--- src/rtl/vchannel_fifo_bank_if.sv ---
// rtl/vchannel_fifo_bank_if.sv - push/pop handshake and status bundle for the VC FIFO bank
interface vchannel_fifo_bank_if #(
    parameter int DATA_W = 8
);
    logic              push;
    logic [1:0]        push_vc;
    logic [DATA_W-1:0] data_in;
    logic [3:0]        pop_req;
    logic [DATA_W-1:0] data_out;
    logic              valid_out;
    logic              empty_vchannel0;
    logic              empty_vchannel1;
    logic              empty_vchannel2;
    logic              empty_vchannel3;
    logic [3:0]        full_vc;
    logic [3:0]        afull_vc;
    logic              err_overflow;
    logic              err_underflow;
    logic              err_pop;

    modport master (
        output push, push_vc, data_in, pop_req,
        input  data_out, valid_out,
        input  empty_vchannel0, empty_vchannel1, empty_vchannel2, empty_vchannel3,
        input  full_vc, afull_vc, err_overflow, err_underflow, err_pop
    );

    modport slave (
        input  push, push_vc, data_in, pop_req,
        output data_out, valid_out,
        output empty_vchannel0, empty_vchannel1, empty_vchannel2, empty_vchannel3,
        output full_vc, afull_vc, err_overflow, err_underflow, err_pop
    );
endinterface

--- src/rtl/vchannel_fifo_bank.sv ---
// rtl/vchannel_fifo_bank.sv - four virtual-channel FIFOs feeding a one-hot-grant arbiter
module vchannel_fifo_bank #(
    parameter int DATA_W = 8,
    parameter int DEPTH  = 4,
    parameter int AF_LVL = 3
) (
    input  logic                 clk0,
    input  logic                 rst,
    input  logic                 enb,
    vchannel_fifo_bank_if.slave  bus
);
    localparam int PTR_W = $clog2(DEPTH);
    localparam int CNT_W = PTR_W + 1;

    logic [DATA_W-1:0] mem [4][DEPTH];
    logic [PTR_W-1:0]  wr_ptr [4];
    logic [PTR_W-1:0]  rd_ptr [4];
    logic [CNT_W-1:0]  count [4];
    logic [CNT_W-1:0]  count_nxt [4];

    logic [3:0]        empty_q;
    logic [3:0]        full_q;
    logic [3:0]        afull_q;
    logic [DATA_W-1:0] data_q;
    logic              valid_q;
    logic              ovf_q;
    logic              unf_q;
    logic              perr_q;

    logic              pop_any;
    logic              pop_multi;
    logic [1:0]        pop_idx;
    logic              do_push;
    logic              push_drop;
    logic              do_pop;
    logic              pop_empty;
    logic              pop_bad;
    logic [3:0]        push_sel;
    logic [3:0]        pop_sel;

    // Grant decode; x & (x-1) is non-zero exactly when more than one bit is set.
    always_comb begin
        pop_any   = |bus.pop_req;
        pop_multi = (bus.pop_req & (bus.pop_req - 4'd1)) != 4'd0;
        pop_idx   = 2'd0;
        case (bus.pop_req)
            4'b0010: pop_idx = 2'd1;
            4'b0100: pop_idx = 2'd2;
            4'b1000: pop_idx = 2'd3;
            default: pop_idx = 2'd0;
        endcase
    end

    // Push and pop are both judged on the registered (pre-edge) flags.
    always_comb begin
        do_push   = enb & bus.push & ~full_q[bus.push_vc];
        push_drop = enb & bus.push &  full_q[bus.push_vc];
        do_pop    = enb & pop_any & ~pop_multi & ~empty_q[pop_idx];
        pop_empty = enb & pop_any & ~pop_multi &  empty_q[pop_idx];
        pop_bad   = enb & pop_multi;
        push_sel  = do_push ? (4'b0001 << bus.push_vc) : 4'b0000;
        pop_sel   = do_pop  ? (4'b0001 << pop_idx)     : 4'b0000;
    end

    always_comb begin
        for (int v = 0; v < 4; v++) begin
            count_nxt[v] = count[v] + CNT_W'(push_sel[v]) - CNT_W'(pop_sel[v]);
        end
    end

    always_ff @(posedge clk0) begin
        if (!rst) begin
            for (int v = 0; v < 4; v++) begin
                wr_ptr[v] <= '0;
                rd_ptr[v] <= '0;
                count[v]  <= '0;
            end
            empty_q <= 4'hF;
            full_q  <= 4'h0;
            afull_q <= 4'h0;
            data_q  <= '0;
            valid_q <= 1'b0;
            ovf_q   <= 1'b0;
            unf_q   <= 1'b0;
            perr_q  <= 1'b0;
        end else begin
            for (int v = 0; v < 4; v++) begin
                if (push_sel[v]) begin
                    wr_ptr[v] <= wr_ptr[v] + PTR_W'(1);
                end
                if (pop_sel[v]) begin
                    rd_ptr[v] <= rd_ptr[v] + PTR_W'(1);
                end
                count[v]   <= count_nxt[v];
                empty_q[v] <= (count_nxt[v] == '0);
                full_q[v]  <= (count_nxt[v] == CNT_W'(DEPTH));
                afull_q[v] <= (count_nxt[v] >= CNT_W'(AF_LVL));
            end
            if (do_pop) begin
                data_q <= mem[pop_idx][rd_ptr[pop_idx]];
            end
            valid_q <= do_pop;
            ovf_q   <= push_drop;
            unf_q   <= pop_empty;
            perr_q  <= pop_bad;
        end
    end

    // Storage is not reset; a slot read in the same cycle it is written cannot occur
    // because a pop needs count>0 and a push needs count<DEPTH on the same VC.
    always_ff @(posedge clk0) begin
        if (rst && do_push) begin
            mem[bus.push_vc][wr_ptr[bus.push_vc]] <= bus.data_in;
        end
    end

    assign bus.data_out        = data_q;
    assign bus.valid_out       = valid_q;
    assign bus.empty_vchannel0 = empty_q[0];
    assign bus.empty_vchannel1 = empty_q[1];
    assign bus.empty_vchannel2 = empty_q[2];
    assign bus.empty_vchannel3 = empty_q[3];
    assign bus.full_vc         = full_q;
    assign bus.afull_vc        = afull_q;
    assign bus.err_overflow    = ovf_q;
    assign bus.err_underflow   = unf_q;
    assign bus.err_pop         = perr_q;
endmodule

--- src/flat_wrapper.sv ---
// flat-port wrapper written by rule: the top's interface ports become plain ports
module vchannel_fifo_bank_flat 
#(
    parameter int DATA_W = 8,
    parameter int DEPTH  = 4,
    parameter int AF_LVL = 3
)
  (clk0, rst, enb, bus_push, bus_push_vc, bus_data_in, bus_pop_req, bus_data_out, bus_valid_out, bus_empty_vchannel0, bus_empty_vchannel1, bus_empty_vchannel2, bus_empty_vchannel3, bus_full_vc, bus_afull_vc, bus_err_overflow, bus_err_underflow, bus_err_pop);
  vchannel_fifo_bank_if #(.DATA_W(DATA_W)) bus_i ();
  input  logic clk0;
  input  logic rst;
  input  logic enb;
  input wire logic [$bits(bus_i.push)-1:0] bus_push;
  input wire logic [$bits(bus_i.push_vc)-1:0] bus_push_vc;
  input wire logic [$bits(bus_i.data_in)-1:0] bus_data_in;
  input wire logic [$bits(bus_i.pop_req)-1:0] bus_pop_req;
  output wire logic [$bits(bus_i.data_out)-1:0] bus_data_out;
  output wire logic [$bits(bus_i.valid_out)-1:0] bus_valid_out;
  output wire logic [$bits(bus_i.empty_vchannel0)-1:0] bus_empty_vchannel0;
  output wire logic [$bits(bus_i.empty_vchannel1)-1:0] bus_empty_vchannel1;
  output wire logic [$bits(bus_i.empty_vchannel2)-1:0] bus_empty_vchannel2;
  output wire logic [$bits(bus_i.empty_vchannel3)-1:0] bus_empty_vchannel3;
  output wire logic [$bits(bus_i.full_vc)-1:0] bus_full_vc;
  output wire logic [$bits(bus_i.afull_vc)-1:0] bus_afull_vc;
  output wire logic [$bits(bus_i.err_overflow)-1:0] bus_err_overflow;
  output wire logic [$bits(bus_i.err_underflow)-1:0] bus_err_underflow;
  output wire logic [$bits(bus_i.err_pop)-1:0] bus_err_pop;
  assign bus_i.push = bus_push;
  assign bus_i.push_vc = bus_push_vc;
  assign bus_i.data_in = bus_data_in;
  assign bus_i.pop_req = bus_pop_req;
  assign bus_data_out = bus_i.data_out;
  assign bus_valid_out = bus_i.valid_out;
  assign bus_empty_vchannel0 = bus_i.empty_vchannel0;
  assign bus_empty_vchannel1 = bus_i.empty_vchannel1;
  assign bus_empty_vchannel2 = bus_i.empty_vchannel2;
  assign bus_empty_vchannel3 = bus_i.empty_vchannel3;
  assign bus_full_vc = bus_i.full_vc;
  assign bus_afull_vc = bus_i.afull_vc;
  assign bus_err_overflow = bus_i.err_overflow;
  assign bus_err_underflow = bus_i.err_underflow;
  assign bus_err_pop = bus_i.err_pop;
  vchannel_fifo_bank #(.DATA_W(DATA_W), .DEPTH(DEPTH), .AF_LVL(AF_LVL)) u_core (.clk0(clk0), .rst(rst), .enb(enb), .bus(bus_i));
endmodule
--- config.mk ---
export PLATFORM = sky130hd
export DESIGN_NAME = vchannel_fifo_bank_flat
export DESIGN_NICKNAME = d
export VERILOG_FILES = /design/src/rtl/vchannel_fifo_bank_if.sv /design/src/rtl/vchannel_fifo_bank.sv /design/src/flat_wrapper.sv
export SDC_FILE = /design/constraint.sdc
export NUM_CORES = 1
export LEC_CHECK = 0
export CAP_MARGIN = 20
export CORE_MARGIN = 2
export CORE_UTILIZATION = 45
export DETAILED_ROUTE_END_ITERATION = 16
export RECOVER_POWER = 50
export SLEW_MARGIN = 20
export SYNTH_ARGS = -nofsm -noshare
export SYNTH_HDL_FRONTEND = slang
export SYNTH_SLANG_ARGS = --single-unit
--- constraint.sdc ---
create_clock -name clk0 -period 6.2 [get_ports clk0]
set_input_delay 0.93 -clock clk0 [delete_from_list [all_inputs] [get_ports clk0]]
set_output_delay 0.93 -clock clk0 [all_outputs]
set_load 0.05 [all_outputs]
After elaboration in Yosys (flattened, before gate mapping). Memories as Yosys holds them, arrays and structs flattened. Cells that the tools add are included.

Shift operators: 2. Muxes and demuxes: 52. Bitwise gates (word level): 26. $lt $le $gt $ge: 9. Equal/unequal tests: 7. Add/subtract/negate cells: 17. Reduce and logical (&&, ||, !) cells: 8.

Operators with widths (number): 32-bit 2-to-1 mux (1); 1-bit 2-to-1 mux (29); 8-bit 2-to-1 mux (3); 2-bit by 1-bit adder with 2-bit output, second input constant (8); 8-bit binary-select mux with 2-bit select (1); 8-bit demux with 2-bit select (1); 2-bit 2-to-1 mux (8); 3-bit by 1-bit adder with 3-bit output (4); 3-bit equality test, second input constant (4); 3-bit by 2-bit >= comparator with 1-bit output, second input constant (4); 3-bit zero test (4); 3-bit 2-to-1 mux (4); 1-bit OR (12); 3-bit by 1-bit subtractor with 3-bit output (4); 1-bit bitwise AND (8); 4-bit 2-to-1 mux (2); 1-bit by 2-bit << shifter with 4-bit output, first input constant (2); 3-bit >= comparator, second input constant (2); 2-bit by 3-bit < comparator with 1-bit output, second input constant (2); 2-bit NOT with 3-bit output (2); 2-bit one-hot mux with 3 select lines (1); 4-bit bitwise AND (1); 1-bit binary-select mux with 2-bit select (2); 4-bit by 2-bit equality test with 1-bit output, second input constant (1); 8 further kinds (11).

Memories kept: 4. Logic and storage cells: 133. Bits in writable memories: 156. Output and inout port bits: 24. Bits of input ports: 18. Flip-flop bits (word level): 24.

Memory list: u_core.mem (words 4, width 32, rd ports 1, clocked after memory_dff 0, write ports 1, line vchannel_fifo_bank.sv:15) `logic [DATA_W-1:0] mem [4][DEPTH];`; u_core.count (words 4, width 3, rd ports 4, clocked after memory_dff 0, write ports 4, line vchannel_fifo_bank.sv:18) `logic [CNT_W-1:0] count [4];`; u_core.rd_ptr (words 4, width 2, rd ports 5, clocked after memory_dff 0, write ports 4, line vchannel_fifo_bank.sv:17) `logic [PTR_W-1:0] rd_ptr [4];`; u_core.wr_ptr (words 4, width 2, rd ports 5, clocked after memory_dff 0, write ports 4, line vchannel_fifo_bank.sv:16) `logic [PTR_W-1:0] wr_ptr [4];`.

Depth between registers and ports, before layout. Gate-level depths: netlist (run 1).

Word-level depth: 11. Gate-level depth with buffers: 17. Gate-level depth less buffers: 14.

Worst setup path after synthesis (run 1). No wires, ideal clock.

Path kind: input port to flip-flop. From: input port bus_pop_req[0]. To: register u_core.afull_q[0] (netlist: u_core.bus.afull_vc[0]). Stages: 15. Buffers on the path: 1. Setup time: 0.114 ns. Setup slack: 2.195 ns. Arrival: 3.891 ns. Data required time: 6.086 ns. Cell sequence: buf_2 or2_2 o32a_1 a222oi_1 nand3_2 nor2_1 ha_1 inv_1 ha_1 fa_1 xor2_1 xnor2_1 nand2_1 inv_1 a21o_1.

Longest elaborated chain between the ends: 9. Elaborated cells between the ends (all ways): 19. Those cells by class: add/sub: 2; order compare: 1; eq/ne: 3; shift: 1; mux: 4; bitwise: 6; reduce/logical: 2.

RTL lines: from (decl) (line flat_wrapper.sv:16) `input wire logic [$bits(bus_i.pop_req)-1:0] bus_pop_req;`; 4-bit by 1-bit subtractor with 4-bit output (tied with other cells) (line vchannel_fifo_bank.sv:44) `pop_multi = (bus.pop_req & (bus.pop_req - 4'd1)) != 4'd0;`; 4-bit bitwise AND / 2-bit one-hot mux with 3 select lines (equally long branches) (line vchannel_fifo_bank.sv:44, vchannel_fifo_bank.sv:46); 4-bit nonzero test / 1-bit binary-select mux with 2-bit select (equally long branches) (line vchannel_fifo_bank.sv:44, vchannel_fifo_bank.sv:58); 1-bit NOT / 1-bit 2-to-1 mux (equally long branches) (line vchannel_fifo_bank.sv:58) `do_pop = enb & pop_any & ~pop_multi & ~empty_q[pop_idx];`; 1-bit bitwise AND / 1-bit NOT (equally long branches) (line vchannel_fifo_bank.sv:58); 1-bit bitwise AND (line vchannel_fifo_bank.sv:58); 4-bit 2-to-1 mux * (line vchannel_fifo_bank.sv:62) `pop_sel = do_pop ? (4'b0001 << pop_idx) : 4'b0000;`; 3-bit by 1-bit subtractor with 3-bit output * (line vchannel_fifo_bank.sv:67) `count_nxt[v] = count[v] + CNT_W'(push_sel[v]) - CNT_W'(pop_sel[v]);`; 3-bit by 2-bit >= comparator with 1-bit output * (line vchannel_fifo_bank.sv:97) `afull_q[v] <= (count_nxt[v] >= CNT_W'(AF_LVL));`; to (signal, indexed assignment) (line vchannel_fifo_bank.sv:97); to (decl) (line vchannel_fifo_bank.sv:23) `logic [3:0] afull_q;`.

Mark *: on every way between the ends. The rest lies on a longest branch, timed or not. The select of a mux whose other input is x is not followed. A chain may end at the register's enable or synchronous reset.

==> results.yml, run 1 <==
status:
  status: "finished clean"
sta:
  setup_violations: 0
  tightest_slew_ns: 0.9555
  slew_violations: 0
  fmax_ghz: 0.2058
  final.min_clock_period_ns: 4.859
  rsz0062_at_grt: "no"
  skew_ns: 0.006456
  finalSetupTns_ns: 0
  slew_headroom: 0.3630
  min_period_over_period: 0.7837
  finalHoldViolCount: 0
drt:
  wl_met2_mm: 7.431
  dr_total_vias: 4446
  drc_errors: 0
  via_per_inst: 5.592
  wl_mm: 16.19
  first_pass_iters: 5
  wl_per_cell_um: 20.36
  dr_wl_met3_um: 814
  drt_iter0_markers: 430
  ant_nets: 0
  routed.top_layer: "met4"
  met1_length_mm: 7.654
finish:
  syn_to_final_growth_pct: 17.86
  final_nets: 596
  diodes: 0
  multiInputGateArea_um2: 1982
  seqCellArea_um2: 5045
  fin_area_um2: 8531
  drive_gt1_frac: 0.08463
  fill_cells: 1297
global_routing:
  grt_pass1_vias: 4277
  grt_pass1_wl_mm: 24.72
  grt.total_usage: 0.2015
  globalRouteOverflowTotal: 0
  grt_start_max_net_pins: 32
  grt_antenna_before_repair: 0
placement:
  placed_cell_area_um2: 7871
  gp_congestion: 0.7875
  hpwl_mm: 10.53
  numPortBuffers: 41
worst_setup_path:
  setup.worst_path.start: "bus_pop_req[2]"
  crit_slowest_cell: "a222oi_1"
  worstPathCellList: "dlygate4sd3_1 -> nand2b_1 -> clkbuf_1 -> o32a_1 -> a222oi_1 -> nand3_2 -> nor3_1 -> ha_1 -> inv_1 -> ha_1 -> fa_1 -> and2_1 -> a21o_1"
  startpoint_type: "input port"
  crit_required_ns: 6.53
  path_class: "in -> reg"
  arrival_ns: 5.19
  max_stage_delay_ns: 0.72
  critPathMaxFanout: 18
  path_common_cell: "ha_1"
  cp_top_family: "compound AO/OA/AOI/OAI gates"
  end_kind: "flop"
  crit_buf_inv: 3
  r2r-start: "u_core.empty_q[3]"
min_path:
  hold_path_class: "reg -> reg"
  worstHoldStart: "u_core.bus.data_out[7]"
floorplan:
  die_area_um2: 17120
  die_h_um: 130.8
  start_util: 0.4573
  rows: 46
  io_pins: 42
  coreArea_um2: 15830
  die_w_um: 130.8
logic_synthesis:
  syn_area_um2: 7238
  ys.flop_type: "edfxtp_1"
  synthCells: 529
  async_reset_ff_frac: 0
  synth-seq-cells: 180
  avgSynthCellArea_um2: 13.68
  synthesis.nets: 559
  ys_types: 48
  synth-edff-count: 144
  synth_warnings: 0
  yosysSeqAreaShare: 0.6970
clock_tree:
  cts_buffers: 17
  cts.htree.levels: 4
  cts_tree: "built"
  clkTransAtPathRegs_ns: 0.06
  cts.repair.resized: 0
  cts-root-buf: "clkbuf_16"
  insertion_delay_ns: 0.43
  post-cts-setup-buffer-count: 0
  postCtsHoldBufs: 0
  clk_path_buf_depth: 2
  cts_sinks: 180
pwr:
  peakVddDrop_v: 0.0001949
  p_leak_nw: 2.975
  fin_total_pwr_mw: 2.735
  p_per_area_nw_per_um2: 320.7
flow_run:
  cap_violations: 0
-- power breakdown --
group          switching [mW]  internal (mW)  leakage, nW
Combinational           0.135         0.0668         1.06
Sequential             0.0120           1.32         1.61
Clock                   0.442          0.756        0.309
Total                   0.589           2.15         2.97
-- flip-flops by register name, indices dropped and copies added, names as in the netlist --
name / count
u_core.bus.afull_vc: 4
u_core.bus.data_out: 8
u_core.bus.err_overflow: 1
u_core.bus.err_pop: 1
u_core.bus.err_underflow: 1
u_core.bus.full_vc: 4
u_core.bus.valid_out: 1
u_core.count: 12
u_core.empty_q: 4
u_core.mem: 128
u_core.rd_ptr: 8
u_core.wr_ptr: 8
-- per-layer routing --
| metal | up-vias | GRT usage |
|---|---|---|
| met5 | - | 0 |
| li1 | 2072 | - |
| met3 | 20 | 0.04438 |
| met1 | 2229 | 0.2853 |
| met4 | 0 | 0.08511 |
| met2 | 125 | 0.3030 |
-- path summary, 6_finish.rpt --
kind,slack (ns),cells after the start,to
worst min-delay path,0.49,2,u_core.bus.data_out[7]
worst min register to register,0.49,2,u_core.bus.data_out[7]
worst max-delay path,1.34,13,u_core.bus.afull_vc[2]
worst max register to register,2.97,11,u_core.bus.afull_vc[2]
-- cells in the final DEF, fill, tap and decap left out, types with 3 or more instances in the layout --
| cell type | instances |
|---|---|
| edfxtp_1 | 144 |
| nor2_1 | 64 |
| dfxtp_1 | 36 |
| dlygate4sd3_1 | 34 |
| nand2_1 | 24 |
| inv_1 | 23 |
| nor3_1 | 21 |
| clkbuf_16 | 17 |
| o22ai_1 | 16 |
| xnor2_1 | 15 |
| a2111oi_0 | 14 |
| a222oi_1 | 12 |
| a22o_1 | 11 |
| nor2b_1 | 10 |
| and2_1 | 9 |
| buf_4 | 9 |
| o21ai_0 | 8 |
| a21oi_1 | 8 |
| ha_1 | 8 |
| a22oi_1 | 7 |
| a221o_1 | 7 |
| o21bai_1 | 7 |
| o211ai_1 | 7 |
| clkdlybuf4s50_1 | 7 |
| bufinv_16 | 6 |
| nand2b_1 | 5 |
| a21o_1 | 4 |
| o31ai_1 | 4 |
| fa_1 | 4 |
| clkinvlp_4 | 4 |
| mux4_2 | 3 |
| clkbuf_1 | 3 |
-- worst reg2reg max path: cells and delay by family, from the launching register on --
kind / cells / cell delay [ns]
adders and majority gates: 3 / 0.92
and+or+nand+nor: 4 / 0.88
DFF: 1 / 0.34
AOI/OAI and AO/OA: 3 / 0.93
buffers and inverters: 1 / 0.06
-- per-stage QoR --
stage | setup WS (ns) | instances | hold slack, ns | util
after global placement | 1.303 | 763 | 0.4719 | 0.4973
after global routing | 0.9969 | 795 | 0.5194 | 0.5390
after CTS | 1.681 | 795 | 0.5023 | 0.5394
after floorplan | 2.195 | 529 | 0.5393 | -
after detailed placement | 1.223 | 763 | 0.4856 | 0.4973
final | 1.341 | 795 | 0.4919 | 0.5390
-- kinds of logic after synthesis --
| family | after synthesis | share of synthesized area |
|---|---|---|
| adders and majority gates | 13 | 0.02628 |
| and+or+nand+nor | 147 | 0.09525 |
| xor gates and xnor gates | 17 | 0.02057 |
| muxes | 4 | 0.01089 |
| DFF | 180 | 0.6970 |
| buffers and inverters | 56 | 0.02990 |
| AOI/OAI and AO/OA | 112 | 0.1201 |
-- cell usage after synthesis (all sizes together) (5+ instances only) --
master / number / area [um2]
a2111oi: 14 / 122.6
a21oi: 8 / 40.04
a221o: 7 / 70.07
a222oi: 12 / 120.1
a22o: 11 / 96.34
a22oi: 7 / 52.55
and2: 9 / 56.30
buf: 10 / 43.79
clkbuf: 23 / 86.33
dfxtp: 36 / 720.7
edfxtp: 144 / 4324
ha: 8 / 100.1
inv: 23 / 86.33
nand2: 24 / 92.59
nand2b: 5 / 31.28
nor2: 64 / 240.2
nor2b: 10 / 62.56
nor3: 21 / 105.1
o211ai: 7 / 52.55
o21ai: 8 / 40.04
o21bai: 7 / 52.55
o22ai: 16 / 100.1
xnor2: 15 / 131.4
-- cell type report --
type                    count  share of cell area
flip-flops and latches    180              0.5914
clock buffers              19             0.05075
repair buffers             51             0.05647
clock inverters            13             0.02728
multi-input cells         293              0.2323
well taps                 216             0.03168
inverters                  23             0.01012
(Power assumes the default switching activity.)
==> inputs of run 2 (changes only) <==
Clock period 6.2 ns to 5.1 ns, I/O delays scaled along.
==> run 2 against run 1 <==
Final area decreased by 0.76%. Sequential share of layout area is 0.45 points higher. Flip-flop and latch count stayed put. Power increased by 16%. Register-to-register slack worse by 0.80 ns. Critical path type unchanged. Clock skew up 0.0099 ns. Utilization shrank 0.41 points. Non-clock buffer count up 1. Sequential power grew 21%. Clock-buffer cell count rose by 10. Via count is 0.34% higher. Critical path depth is the same.
==> results.yml, run 2 (synthesis results as in run 1) <==
clock_tree:
  clkTransAtPathRegs_ns: 0.06
  clk_path_buf_depth: 2
  cts-root-buf: "clkbuf_16"
  cts_buffers: 17
  cts_sinks: 180
  cts.htree.levels: 4
  postCtsHoldBufs: 0
  cts_tree: "built"
  insertion_delay_ns: 0.43
  post-cts-setup-buffer-count: 0
  cts.repair.resized: 0
drt:
  routed.top_layer: "met4"
  wl_mm: 16.13
  wl_per_cell_um: 20.27
  drt_iter0_markers: 446
  wl_met2_mm: 7.228
  dr_wl_met3_um: 884
  first_pass_iters: 5
  dr_total_vias: 4461
  via_per_inst: 5.604
  ant_nets: 0
  met1_length_mm: 7.830
  drc_errors: 0
finish:
  largest_reg_flops: 128
  drive_gt1_frac: 0.08103
  diodes: 0
  final_nets: 597
  final_cell_mix: "edfxtp_1 (144), nor2_1 (64), dfxtp_1 (36)"
  syn_to_final_growth_pct: 16.96
  final_common_cell: "edfxtp_1"
sta:
  slew_violations: 0
  setup_violations: 0
  final.min_clock_period_ns: 4.351
  min_period_over_period: 0.8532
  skew_ns: 0.01636
  finalSetupTns_ns: 0
  rsz0062_at_grt: "no"
  slew_headroom: 0.3307
  finalHoldViolCount: 0
  tightest_slew_ns: 0.9993
  fmax_ghz: 0.2298
  holdWs_ns: 0.4840
global_routing:
  grt.total_usage: 0.1977
  grt_pass1_wl_mm: 24.54
  grt_antenna_before_repair: 0
  grt_start_max_net_pins: 32
  globalRouteOverflowTotal: 0
  grt_pass1_vias: 4207
floorplan:
  die_w_um: 130.8
  die_area_um2: 17120
  rows: 46
  start_util: 0.4573
  die_h_um: 130.8
  coreArea_um2: 15830
  io_pins: 42
placement:
  gp_congestion: 0.7708
  hpwl_mm: 10.52
  numPortBuffers: 41
pwr:
  p_int_mw: 2.468
  p_per_area_nw_per_um2: 373.6
  peakVddDrop_v: 0.0002855
  clkPwrFrac: 0.408
  p_seq_frac: 0.513
  comb_power_share: 0.079
  swShare: 0.2199
  p_sw_uw: 695.4
  p_leak_nw: 2.963
worst_setup_path:
  path_class: "in -> reg"
  startpoint_type: "input port"
  critPathMaxFanout: 13
  arrival_ns: 4.67
  crit_slowest_cell: "dlygate4sd3_1"
  worstPathCellList: "dlygate4sd3_1 -> or2_0 -> o32a_1 -> a222oi_1 -> buf_4 -> nand3_2 -> nor3_1 -> ha_1 -> inv_1 -> ha_1 -> fa_1 -> and2_1 -> a21o_1"
  crit_required_ns: 5.42
  max_stage_delay_ns: 0.65
  end_kind: "flop"
  path_common_cell: "ha_1"
min_path:
  hold_path_class: "reg -> reg"
flow_run:
  cap_violations: 0
status:
  status: "finished clean"
-- run 2: cell types whose count changed in the layout (fill, tap and decap cells not counted), moves of 2 or more --
cell	change
buf_4	+2
clkbuf_8	+5
clkinvlp_4	-4
bufinv_16	-5
clkbuf_1	+2
-- run 2: critical path, delay by kind of cell --
family | cells | cell delay (ns)
simple gates | 4 | 1.22
buf+inv | 3 | 0.92
fa+ha+maj | 3 | 0.92
compound gates | 3 | 0.83
-- run 2: through the flow --
step                setup WS (ns)  power [mW]  instances  utilization  instance area, um2
finish                     0.7489       3.163        796       0.5349                8466
global route               0.5338       3.253        796       0.5349                8466
CTS                        0.9987       3.175        796       0.5350                8468
detailed placement         0.5986       1.910        764       0.4978                7879
global placement           0.7149       1.906        764       0.4978                7879
floorplan                   1.260       1.807        529            -                7238
-- run 2: final cells by class --
type                    instances  area, um2
clock buffers                  29      545.5
clock inverters                 3      43.79
fillers                      1305       7362
inverters                      23      86.33
multi-input cells             293       1982
flip-flops and latches        180       5045
well taps                     216      270.3
repair buffers                 52      493.0
-- run 2: final timing paths --
check | depth (start not counted) | to | slack [ns] | from
worst max register to register | 11 | u_core.bus.afull_vc[2] | 2.17 | u_core.empty_q[1]
worst min register to register | 2 | u_core.bus.data_out[6] | 0.48 | u_core.bus.data_out[6]
worst min-delay path | 2 | u_core.bus.data_out[6] | 0.48 | u_core.bus.data_out[6]
worst max-delay path | 13 | u_core.bus.afull_vc[2] | 0.75 | bus_pop_req[0]
-- run 2: power groups by stage --
stage	Clock, mW	Combinational, mW	Sequential [mW]
2_1_floorplan	0	0.121	1.69
3_3_place_gp	0	0.251	1.66
6_report	1.29	0.250	1.62
4_1_cts	1.29	0.256	1.62
5_1_grt	1.36	0.269	1.63
3_5_place_dp	0	0.254	1.66
-- run 2: metal layers --
metal | vias up | global-route usage
met3 | 14 | 0.04723
li1 | 2089 | -
met4 | 0 | 0.06133
met2 | 146 | 0.2865
met5 | - | 0
met1 | 2212 | 0.2966
==> inputs of run 3 (changes only) <==
Settings changed: PLACE_DENSITY set to 0.65.
Clock period 5.1 ns to 3.8 ns, I/O delays scaled along.
==> run 3 against run 2 <==
Die area is the same. Via count grew 2.6%. Clock-buffer cell count shrank 6. Critical path type unchanged. Critical endpoint is now u_core.bus.afull_vc[1]. Largest cell class unchanged.
==> results.yml, run 3 (synthesis results as in run 1) <==
sta:
  fmax_ghz: 0.2774
  slew_violations: 0
  min_period_over_period: 0.9487
  slew_headroom: 0.2675
  rsz0062_at_grt: "yes"
  final.min_clock_period_ns: 3.605
  tightest_slew_ns: 1.094
  finalHoldViolCount: 0
  skew_ns: 0.006567
  setup_violations: 0
global_routing:
  grt_antenna_before_repair: 0
  globalRouteOverflowTotal: 0
  grt_pass1_wl_mm: 25.58
  grt_pass1_vias: 4451
  grt.total_usage: 0.2046
  grt_start_max_net_pins: 32
finish:
  final_cell_mix: "edfxtp_1 (144), nor2_1 (64), buf_4 (41)"
  multiInputGateArea_um2: 1982
  final_nets: 629
  drive_gt1_frac: 0.1307
  largest_reg_flops: 128
  diodes: 0
  fill_cells: 1291
  seqCellArea_um2: 5045
  syn_to_final_growth_pct: 19.76
  fin_area_um2: 8668
  final_util: 0.5477
  final_common_cell: "edfxtp_1"
worst_setup_path:
  reg2reg_depth: 13
  path_class: "in -> reg"
  end_kind: "flop"
  crit_required_ns: 4.12
  arrival_ns: 3.92
  startpoint_type: "input port"
  r2r_slack_ns: 0.82
  r2r-start: "u_core.empty_q[1]"
  r2r_end: "u_core.bus.afull_vc[1]"
  critPathMaxFanout: 6
min_path:
  worstHoldStart: "u_core.bus.data_out[3]"
  worstHoldPathCells: 2
  hold_path_end: "u_core.bus.data_out[3]"
  hold_path_class: "reg -> reg"
drt:
  wl_per_cell_um: 19.77
  drc_errors: 0
  ant_nets: 0
  first_pass_iters: 5
  drt_iter0_markers: 466
  via_per_inst: 5.527
  dr_total_vias: 4576
  wl_mm: 16.37
pwr:
  clkPwrFrac: 0.386
  peakVddDrop_v: 0.0003285
  p_leak_nw: 3.094
  p_int_mw: 3.168
  swShare: 0.2318
  p_per_area_nw_per_um2: 475.7
  p_sw_uw: 955.8
  p_seq_frac: 0.528
  comb_power_share: 0.086
clock_tree:
  clkTransAtPathRegs_ns: 0.06
  cts.htree.levels: 4
  cts_tree: "built"
  cts_buffers: 17
  clk_path_buf_depth: 2
  cts.repair.resized: 0
  cts_sinks: 180
  insertion_delay_ns: 0.42
  cts-root-buf: "clkbuf_16"
placement:
  placed_cell_area_um2: 8132
  gp_congestion: 0.7769
  hpwl_mm: 10.97
  numPortBuffers: 41
floorplan:
  rows: 46
  die_area_um2: 17120
  coreArea_um2: 15830
  die_h_um: 130.8
  die_w_um: 130.8
  start_util: 0.4573
  io_pins: 42
flow_run:
  cap_violations: 0
status:
  status: "finished clean"
-- run 3: changes by cell type in the layout (fill, tap and decap cells not counted), sizes merged --
cell | before | now
clkinvlp | 0 | 3
clkbuf | 29 | 24
clkinv | 2 | 4
dlygate4sd3 | 35 | 32
bufinv | 1 | 0
clkdlybuf4s50 | 6 | 9
buf | 11 | 42
inv | 23 | 25
-- run 3: final cells by class --
cell class                      instances  area share
Tap cell                              216     0.03118
Multi-Input combinational cell        293      0.2286
Clock buffer                           23     0.05398
Timing Repair Buffer                   84     0.08559
Inverter                               23    0.009960
Clock inverter                          9    0.008661
Sequential cell                       180      0.5820
-- run 3: how the worst max path moves through the flow --
stage	start	end	slack, ns	cells after the start
after floorplan	bus_pop_req[0]	u_core.bus.afull_vc[0]	0.16	15
after global placement	bus_pop_req[1]	u_core.bus.full_vc[2]	-0.08	13
after detailed placement	bus_pop_req[3]	u_core.bus.afull_vc[1]	-0.17	15
after CTS	bus_pop_req[2]	u_core.bus.afull_vc[1]	0.16	15
after global routing	bus_pop_req[3]	u_core.bus.full_vc[1]	-0.01	14
final	bus_pop_req[2]	u_core.bus.afull_vc[1]	0.19	15
-- run 3: critical path, stage by stage --
cell and delay (ns):
clkdlybuf4s50_1 0.45, xnor2_1 0.17, o32a_1 0.33, a222oi_1 0.50, nand3_2 0.23, nor2_1 0.25
ha_1 0.17, inv_1 0.04, ha_1 0.20, fa_1 0.42, xnor2_1 0.15, xnor2_1 0.14
nand2_1 0.10, inv_1 0.06, a21o_1 0.14
-- run 3: metrics by stage --
stage          total power [mW]  worst slack, ns  setup TNS (ns)  cells  hold WS [ns]
6_report                  4.124           0.1950               0    828        0.4774
4_1_cts                   4.158           0.1560               0    828        0.4843
2_1_floorplan             2.425           0.1553               0    529        0.5393
3_5_place_dp              2.583          -0.1677         -0.8198    796        0.4699
5_1_grt                   4.265         -0.01124        -0.01124    828        0.5018
3_3_place_gp              2.574         -0.07546         -0.1293    796        0.4636
-- run 3: power groups by stage --
stage / registers, mW / clock network, mW / logic [mW]
5_1_grt: 2.18 / 1.70 / 0.382
4_1_cts: 2.18 / 1.62 / 0.362
3_3_place_gp: 2.22 / 0 / 0.352
6_report: 2.18 / 1.59 / 0.354
2_1_floorplan: 2.26 / 0 / 0.162
3_5_place_dp: 2.22 / 0 / 0.359
-- run 3: timing repair --
action / in CTS / in global routing
setup buffers: 0 / 0
setup endpoints to repair: 0 / 3
endpoints found under the hold margin: 0 / 0
hold buffers: 0 / 0
-- run 3: metal layers --
layer / GRT usage / vias to the layer above / wire (um)
met4: 0.07697 / 0 / 391
met5: 0 / - / 0
met2: 0.3171 / 149 / 7791
li1: - / 2152 / -
met1: 0.2895 / 2245 / 7273
met3: 0.03950 / 30 / 911
